<file path="src/rtl/alu_pkg.sv">
// Shared ALU command definitions: the control struct carried with each queued
// command and the opcode decoder that produces it.
package alu_pkg;

  localparam int OP_W        = 8;
  localparam int OP_SWAP_BIT = 7;

  typedef enum logic [2:0] {
    ALU_ADD = 3'd0,
    ALU_SUB = 3'd1,
    ALU_AND = 3'd2,
    ALU_OR  = 3'd3,
    ALU_XOR = 3'd4,
    ALU_SHL = 3'd5,
    ALU_SHR = 3'd6,
    ALU_CMP = 3'd7
  } alu_op_e;

  typedef struct packed {
    alu_op_e alu_op;
    logic    swap;
    logic    sub_en;
    logic    wb_en;
  } alu_ctrl_t;

  typedef struct packed {
    logic      legal;
    alu_ctrl_t ctrl;
  } alu_dec_t;

  // Bits [6:3] are reserved; any non-zero value there marks the opcode illegal.
  function automatic alu_dec_t decode_op(input logic [OP_W-1:0] op);
    alu_dec_t d;
    d.legal       = (op[6:3] == 4'b0000);
    d.ctrl.alu_op = alu_op_e'(op[2:0]);
    d.ctrl.swap   = op[OP_SWAP_BIT];
    d.ctrl.sub_en = (d.ctrl.alu_op == ALU_SUB) || (d.ctrl.alu_op == ALU_CMP);
    d.ctrl.wb_en  = (d.ctrl.alu_op != ALU_CMP);
    return d;
  endfunction

endpackage

</file>
<file path="src/rtl/decode_queue_stage_cmd_fifo.sv">
// cmd_fifo: generic first-word-fall-through FIFO; the head entry is read straight
// from the storage registers so it is visible the cycle after it is written.
module cmd_fifo #(
  parameter int WIDTH = 8,
  parameter int DEPTH = 4
) (
  input  logic                     clk,
  input  logic                     rst,
  input  logic                     push,
  input  logic [WIDTH-1:0]         din,
  input  logic                     pop,
  output logic [WIDTH-1:0]         dout,
  output logic                     full,
  output logic                     empty,
  output logic [$clog2(DEPTH):0]   level
);

  localparam int PTR_W = $clog2(DEPTH);
  localparam int LVL_W = PTR_W + 1;

  logic [WIDTH-1:0] mem_reg [DEPTH];
  logic [PTR_W-1:0] wr_ptr_reg, rd_ptr_reg;
  logic [LVL_W-1:0] level_reg;
  logic [DEPTH-1:0] wr_en;
  logic             do_push, do_pop;

  assign full    = (level_reg == LVL_W'(DEPTH));
  assign empty   = (level_reg == '0);
  assign do_push = push & ~full;
  assign do_pop  = pop & ~empty;
  assign level   = level_reg;
  assign dout    = mem_reg[rd_ptr_reg];

  generate
    for (genvar gi = 0; gi < DEPTH; gi++) begin : g_wr_en
      assign wr_en[gi] = do_push && (wr_ptr_reg == PTR_W'(gi));
    end
  endgenerate

  always_ff @(posedge clk or posedge rst) begin
    if (rst) begin
      for (int i = 0; i < DEPTH; i++) mem_reg[i] <= '0;
    end else begin
      for (int i = 0; i < DEPTH; i++) begin
        if (wr_en[i]) mem_reg[i] <= din;
      end
    end
  end

  // Pointers wrap naturally because DEPTH is a power of two.
  always_ff @(posedge clk or posedge rst) begin
    if (rst) begin
      wr_ptr_reg <= '0;
      rd_ptr_reg <= '0;
      level_reg  <= '0;
    end else begin
      if (do_push) wr_ptr_reg <= wr_ptr_reg + PTR_W'(1);
      if (do_pop)  rd_ptr_reg <= rd_ptr_reg + PTR_W'(1);
      case ({do_push, do_pop})
        2'b10:   level_reg <= level_reg + LVL_W'(1);
        2'b01:   level_reg <= level_reg - LVL_W'(1);
        default: level_reg <= level_reg;
      endcase
    end
  end

endmodule

</file>
<file path="src/rtl/decode_queue_stage.sv">
// Decode stage with a command queue: decodes and routes RX commands into a FIFO
// feeding the ALU. Optional statistics counters are enabled by DECODE_STATS_EN.
module decode_queue_stage
  import alu_pkg::*;
#(
  parameter int DATA_W = 8,
  parameter int DEPTH  = 4
) (
  input  logic                   clk,
  input  logic                   rst,
  input  logic                   rx_valid_in,
  output logic                   alu_ready_out,
  input  logic [7:0]             op,
  input  logic [DATA_W-1:0]      a1,
  input  logic [DATA_W-1:0]      a2,
  input  logic [DATA_W-1:0]      b1,
  input  logic [DATA_W-1:0]      b2,
  output logic                   cmd_valid_out,
  input  logic                   cmd_ready_in,
  output alu_ctrl_t              ctrl,
  output logic [DATA_W-1:0]      x0,
  output logic [DATA_W-1:0]      x1,
  output logic [DATA_W-1:0]      y0,
  output logic [DATA_W-1:0]      y1,
  output logic                   err_illegal,
  output logic [$clog2(DEPTH):0] level,
  output logic [15:0]            stat_ok_cnt,
  output logic [15:0]            stat_ill_cnt
);

  localparam int ENTRY_W = $bits(alu_ctrl_t) + 4 * DATA_W;

  alu_dec_t          dec;
  logic              accept, push, pop, full, empty;
  logic [DATA_W-1:0] rx0, rx1, ry0, ry1;
  logic [ENTRY_W-1:0] entry_in, entry_out;
  logic              err_illegal_reg;

  assign dec           = decode_op(op);
  assign alu_ready_out = ~full;
  assign accept        = rx_valid_in & alu_ready_out;
  assign push          = accept & dec.legal;
  assign cmd_valid_out = ~empty;
  assign pop           = cmd_valid_out & cmd_ready_in;

  always_comb begin
    rx0 = a1;
    rx1 = a2;
    ry0 = b1;
    ry1 = b2;
    if (op[OP_SWAP_BIT]) begin
      rx0 = b1;
      rx1 = b2;
      ry0 = a1;
      ry1 = a2;
    end
  end

  assign entry_in = {dec.ctrl, rx0, rx1, ry0, ry1};
  assign {ctrl, x0, x1, y0, y1} = entry_out;

  cmd_fifo #(
    .WIDTH (ENTRY_W),
    .DEPTH (DEPTH)
  ) u_cmd_fifo (
    .clk   (clk),
    .rst   (rst),
    .push  (push),
    .din   (entry_in),
    .pop   (pop),
    .dout  (entry_out),
    .full  (full),
    .empty (empty),
    .level (level)
  );

  // Illegal commands are swallowed here; only a one-cycle flag remains.
  always_ff @(posedge clk or posedge rst) begin
    if (rst) err_illegal_reg <= 1'b0;
    else     err_illegal_reg <= accept & ~dec.legal;
  end
  assign err_illegal = err_illegal_reg;

`ifdef DECODE_STATS_EN
  logic [15:0] stat_ok_cnt_reg, stat_ill_cnt_reg;

  always_ff @(posedge clk or posedge rst) begin
    if (rst) begin
      stat_ok_cnt_reg  <= '0;
      stat_ill_cnt_reg <= '0;
    end else begin
      if (push && stat_ok_cnt_reg != 16'hFFFF)
        stat_ok_cnt_reg <= stat_ok_cnt_reg + 16'd1;
      if (accept && !dec.legal && stat_ill_cnt_reg != 16'hFFFF)
        stat_ill_cnt_reg <= stat_ill_cnt_reg + 16'd1;
    end
  end
  assign stat_ok_cnt  = stat_ok_cnt_reg;
  assign stat_ill_cnt = stat_ill_cnt_reg;
`else
  assign stat_ok_cnt  = 16'h0000;
  assign stat_ill_cnt = 16'h0000;
`endif

endmodule

</file>
<file path="config.mk">
export PLATFORM = sky130hd
export DESIGN_NAME = decode_queue_stage
export DESIGN_NICKNAME = d
export VERILOG_FILES = /design/src/rtl/alu_pkg.sv /design/src/rtl/decode_queue_stage_cmd_fifo.sv /design/src/rtl/decode_queue_stage.sv
export SDC_FILE = /design/constraint.sdc
export NUM_CORES = 1
export LEC_CHECK = 0
export CORE_ASPECT_RATIO = 0.75
export CORE_MARGIN = 8
export CORE_UTILIZATION = 28
export DETAILED_ROUTE_END_ITERATION = 10
export PLACE_DENSITY = 0.48
export SLEW_MARGIN = 20
export SYNTH_ARGS = -nofsm -noshare
export SYNTH_HDL_FRONTEND = slang
export SYNTH_SLANG_ARGS = --single-unit
</file>
<file path="constraint.sdc">
create_clock -name clk -period 7.45 [get_ports clk]
set_clock_uncertainty 0.2 [all_clocks]
set_input_delay 2.235 -clock clk [delete_from_list [all_inputs] [get_ports clk]]
set_output_delay 2.235 -clock clk [all_outputs]
set_load 0.02 [all_outputs]
</file>
==> metrics <==
reg2reg start u_cmd_fifo.level[0]; status complete, no violations; YS warnings 0; worst vdd ir 0.158 mV; Worst-Skew Late Latency 0.42 ns; dominant synthesized flop cell dfrtp_1; share of layout cells above drive strength 1 31.9%; # rows 52; max-slew violation count 0; ys async rst share 100%; Antenna Nets Post-Route 0; Max-cap violations 0; Hold Path Origin u_cmd_fifo.mem_reg[84]; vias in the first global route 4923; GR peak layer met2; Critical Path Start Type flip-flop; flops & latches, synth 160; initial DRC count 133; Seq pwr share 39.9%; reg2reg end u_cmd_fifo.level[2]; P_int 2.29 mW; # resized after CTS 0; H-tree levels 4; final WL 18.5 mm; number of synthesized flops with an enable pin 0; Final min period 5.38 ns; Die X 207 um; Clock Power Share 25.5%; hold depth 1; Worst setup EP type output pin; Lkg Pwr 4.30 nW; clock tree buffer depth 2; clock tree sinks 160; worst hold endpoint u_cmd_fifo.mem_reg[84]; core area 26900 sq um; first-pass GRT wire length 29.9 mm; Setup Fix Bufs, Post-CTS 0; R2R cell count 8; CTS tree done; mapped cell area 7670 sq um; drt wl/cell 19.8 um; post-route cell area 9290 sq um; reg-to-reg slack, setup 4.99 ns; largest net degree at the start of global routing 72; setup TNS 0 ns; Final setup viols 0; Worst-Margin Slew 1.01 ns; Post-Syn Instances 484; Final nets 618; CTS Buf Count 17; sw frac 32.0%; Tcrit/Tclk final 72.1%; # port buffers 87; die area 33000 sq um; Fin. Hold Viols 0; CP arrival 2.94 ns; Relative slew margins 32.6%; post-synthesis cell type count 24; DRC errors left 0; critical path type reg2out; Clock Pin Slew Worst Setup and Hold Paths 0.07 ns; RePlAce Congestion 0.698; HPWL Detailed 12.0 mm; met3 track demand over resource 3.01%; Largest register FFs 152; leftover overflow at the end of global routing 0; # IOs 120; syn avg cell area 15.8 sq um; GR Util met2 19.0%; met1 global-route usage 15.0%; fmax 186 MHz; sequential fraction of the synthesis area 52.2%; worst path required time 5.02 ns; Total GRT Usage 11.6%; DP Area 8720 sq um; Area growth syn-to-layout 21.2%; drt via density 4.55; pre-CTS setup slack 2.45 ns; initial antenna violation count 1; initial core utilization 28.5%; RSZ-0062 raised after global routing false; # hold bufs at CTS 0; total power 3.36 mW; combinational fraction of design power 34.6%; critical path peak fanout 21; net load switching power 1.08 mW; die extent in y 159 um; total number of vias 4242; pwr dens 362 nW/um^2; Root Driver clkbuf_16; Hold Crit Class reg2reg; drt pass-1 iters 4; Final Worst Setup Slack 2.07 ns
[synthesized netlist by cell type, types with 4 or more instances]
library cell | count | area [sq um]
mux2_1 | 76 | 856
clkbuf_1 | 4 | 15.0
mux4_2 | 38 | 856
ha_1 | 5 | 62.6
dfrtp_1 | 160 | 4000
mux2_2 | 105 | 1180
xnor2_1 | 4 | 35.0
nand4_1 | 4 | 25.0
buf_4 | 36 | 270
inv_1 | 10 | 37.5
mux2i_1 | 5 | 50.1
buf_2 | 11 | 55.1
buf_6 | 8 | 90.1
[power by group through the flow]
stage	Combinational, mW	Sequential, mW	Clock [mW]
2_1_floorplan	0.815	1.26	0
3_3_place_gp	1.16	1.35	0
3_5_place_dp	1.19	1.36	0
4_1_cts	1.20	1.35	0.887
5_1_grt	1.26	1.39	0.924
6_report	1.16	1.34	0.857
[per-layer routing]
metal	vias to the layer above	routed length (um)
met3	13	800
met5	-	0
met2	88	8970
met4	0	186
met1	2272	8540
li1	1869	-
[worst max path at each step]
| stage | from | to | depth (start not counted) |
|---|---|---|---|
| finish | u_cmd_fifo.rd_ptr_reg[0] | ctrl[0] | 3 |
| global route | u_cmd_fifo.rd_ptr_reg[0] | ctrl[0] | 3 |
| CTS | u_cmd_fifo.rd_ptr_reg[0] | ctrl[0] | 3 |
| detailed placement | u_cmd_fifo.rd_ptr_reg[0] | ctrl[0] | 3 |
| global placement | u_cmd_fifo.rd_ptr_reg[0] | ctrl[0] | 3 |
| floorplan | rst | err_illegal | 1 |
[placed cells by master (no fill, tap or decap), drive strengths merged]
cell type | synthesis | final
diode | 0 | 1
conb | 1 | 32
mux4 | 38 | 38
clkinv | 0 | 3
nand3 | 2 | 2
nor4 | 1 | 1
fa | 1 | 1
o31a | 1 | 1
mux2i | 5 | 5
buf | 57 | 9
bufinv | 0 | 2
inv | 10 | 12
or3 | 1 | 1
clkbuf | 4 | 19
nand2 | 3 | 3
nor2 | 2 | 2
mux2 | 181 | 181
clkinvlp | 0 | 5
ha | 5 | 5
clkdlybuf4s50 | 0 | 86
dfrtp | 160 | 160
nand4 | 4 | 4
xor2 | 3 | 3
xnor2 | 4 | 4
or3b | 1 | 1
[metrics by stage]
stage	hold WS (ns)	utilization [%]	instances
4_1_cts	0.291	34.5	931
3_5_place_dp	0.275	32.4	900
6_report	0.287	34.5	932
5_1_grt	0.306	34.5	931
3_3_place_gp	0.268	32.4	900
2_1_floorplan	0.259	-	515
[cell families after synthesis]
family | Yosys count | synth area share [%]
xor+xnor | 7 | 0.799
other cells | 1 | 0.0489
mux | 224 | 38.4
buf+inv | 71 | 6.20
fa+ha+maj | 6 | 1.08
simple gates | 14 | 1.17
compound gates | 1 | 0.114
flops | 160 | 52.2
[critical path, cell delays in order (launching register included)]
cell and delay, ns:
dfrtp_2 0.83, buf_4 0.50, mux4_2 0.61, clkdlybuf4s50_1 0.57
[area by class of cell]
type	instances	area [sq um]
multi-input cells	284	3310
fillers	2613	17600
well taps	351	439
repair buffers	95	926
clock buffers	19	433
diodes	1	2.50
flip-flops and latches	160	4010
clock inverters	12	138
inverters	10	42.5
Power figures use the tool's default switching activity.
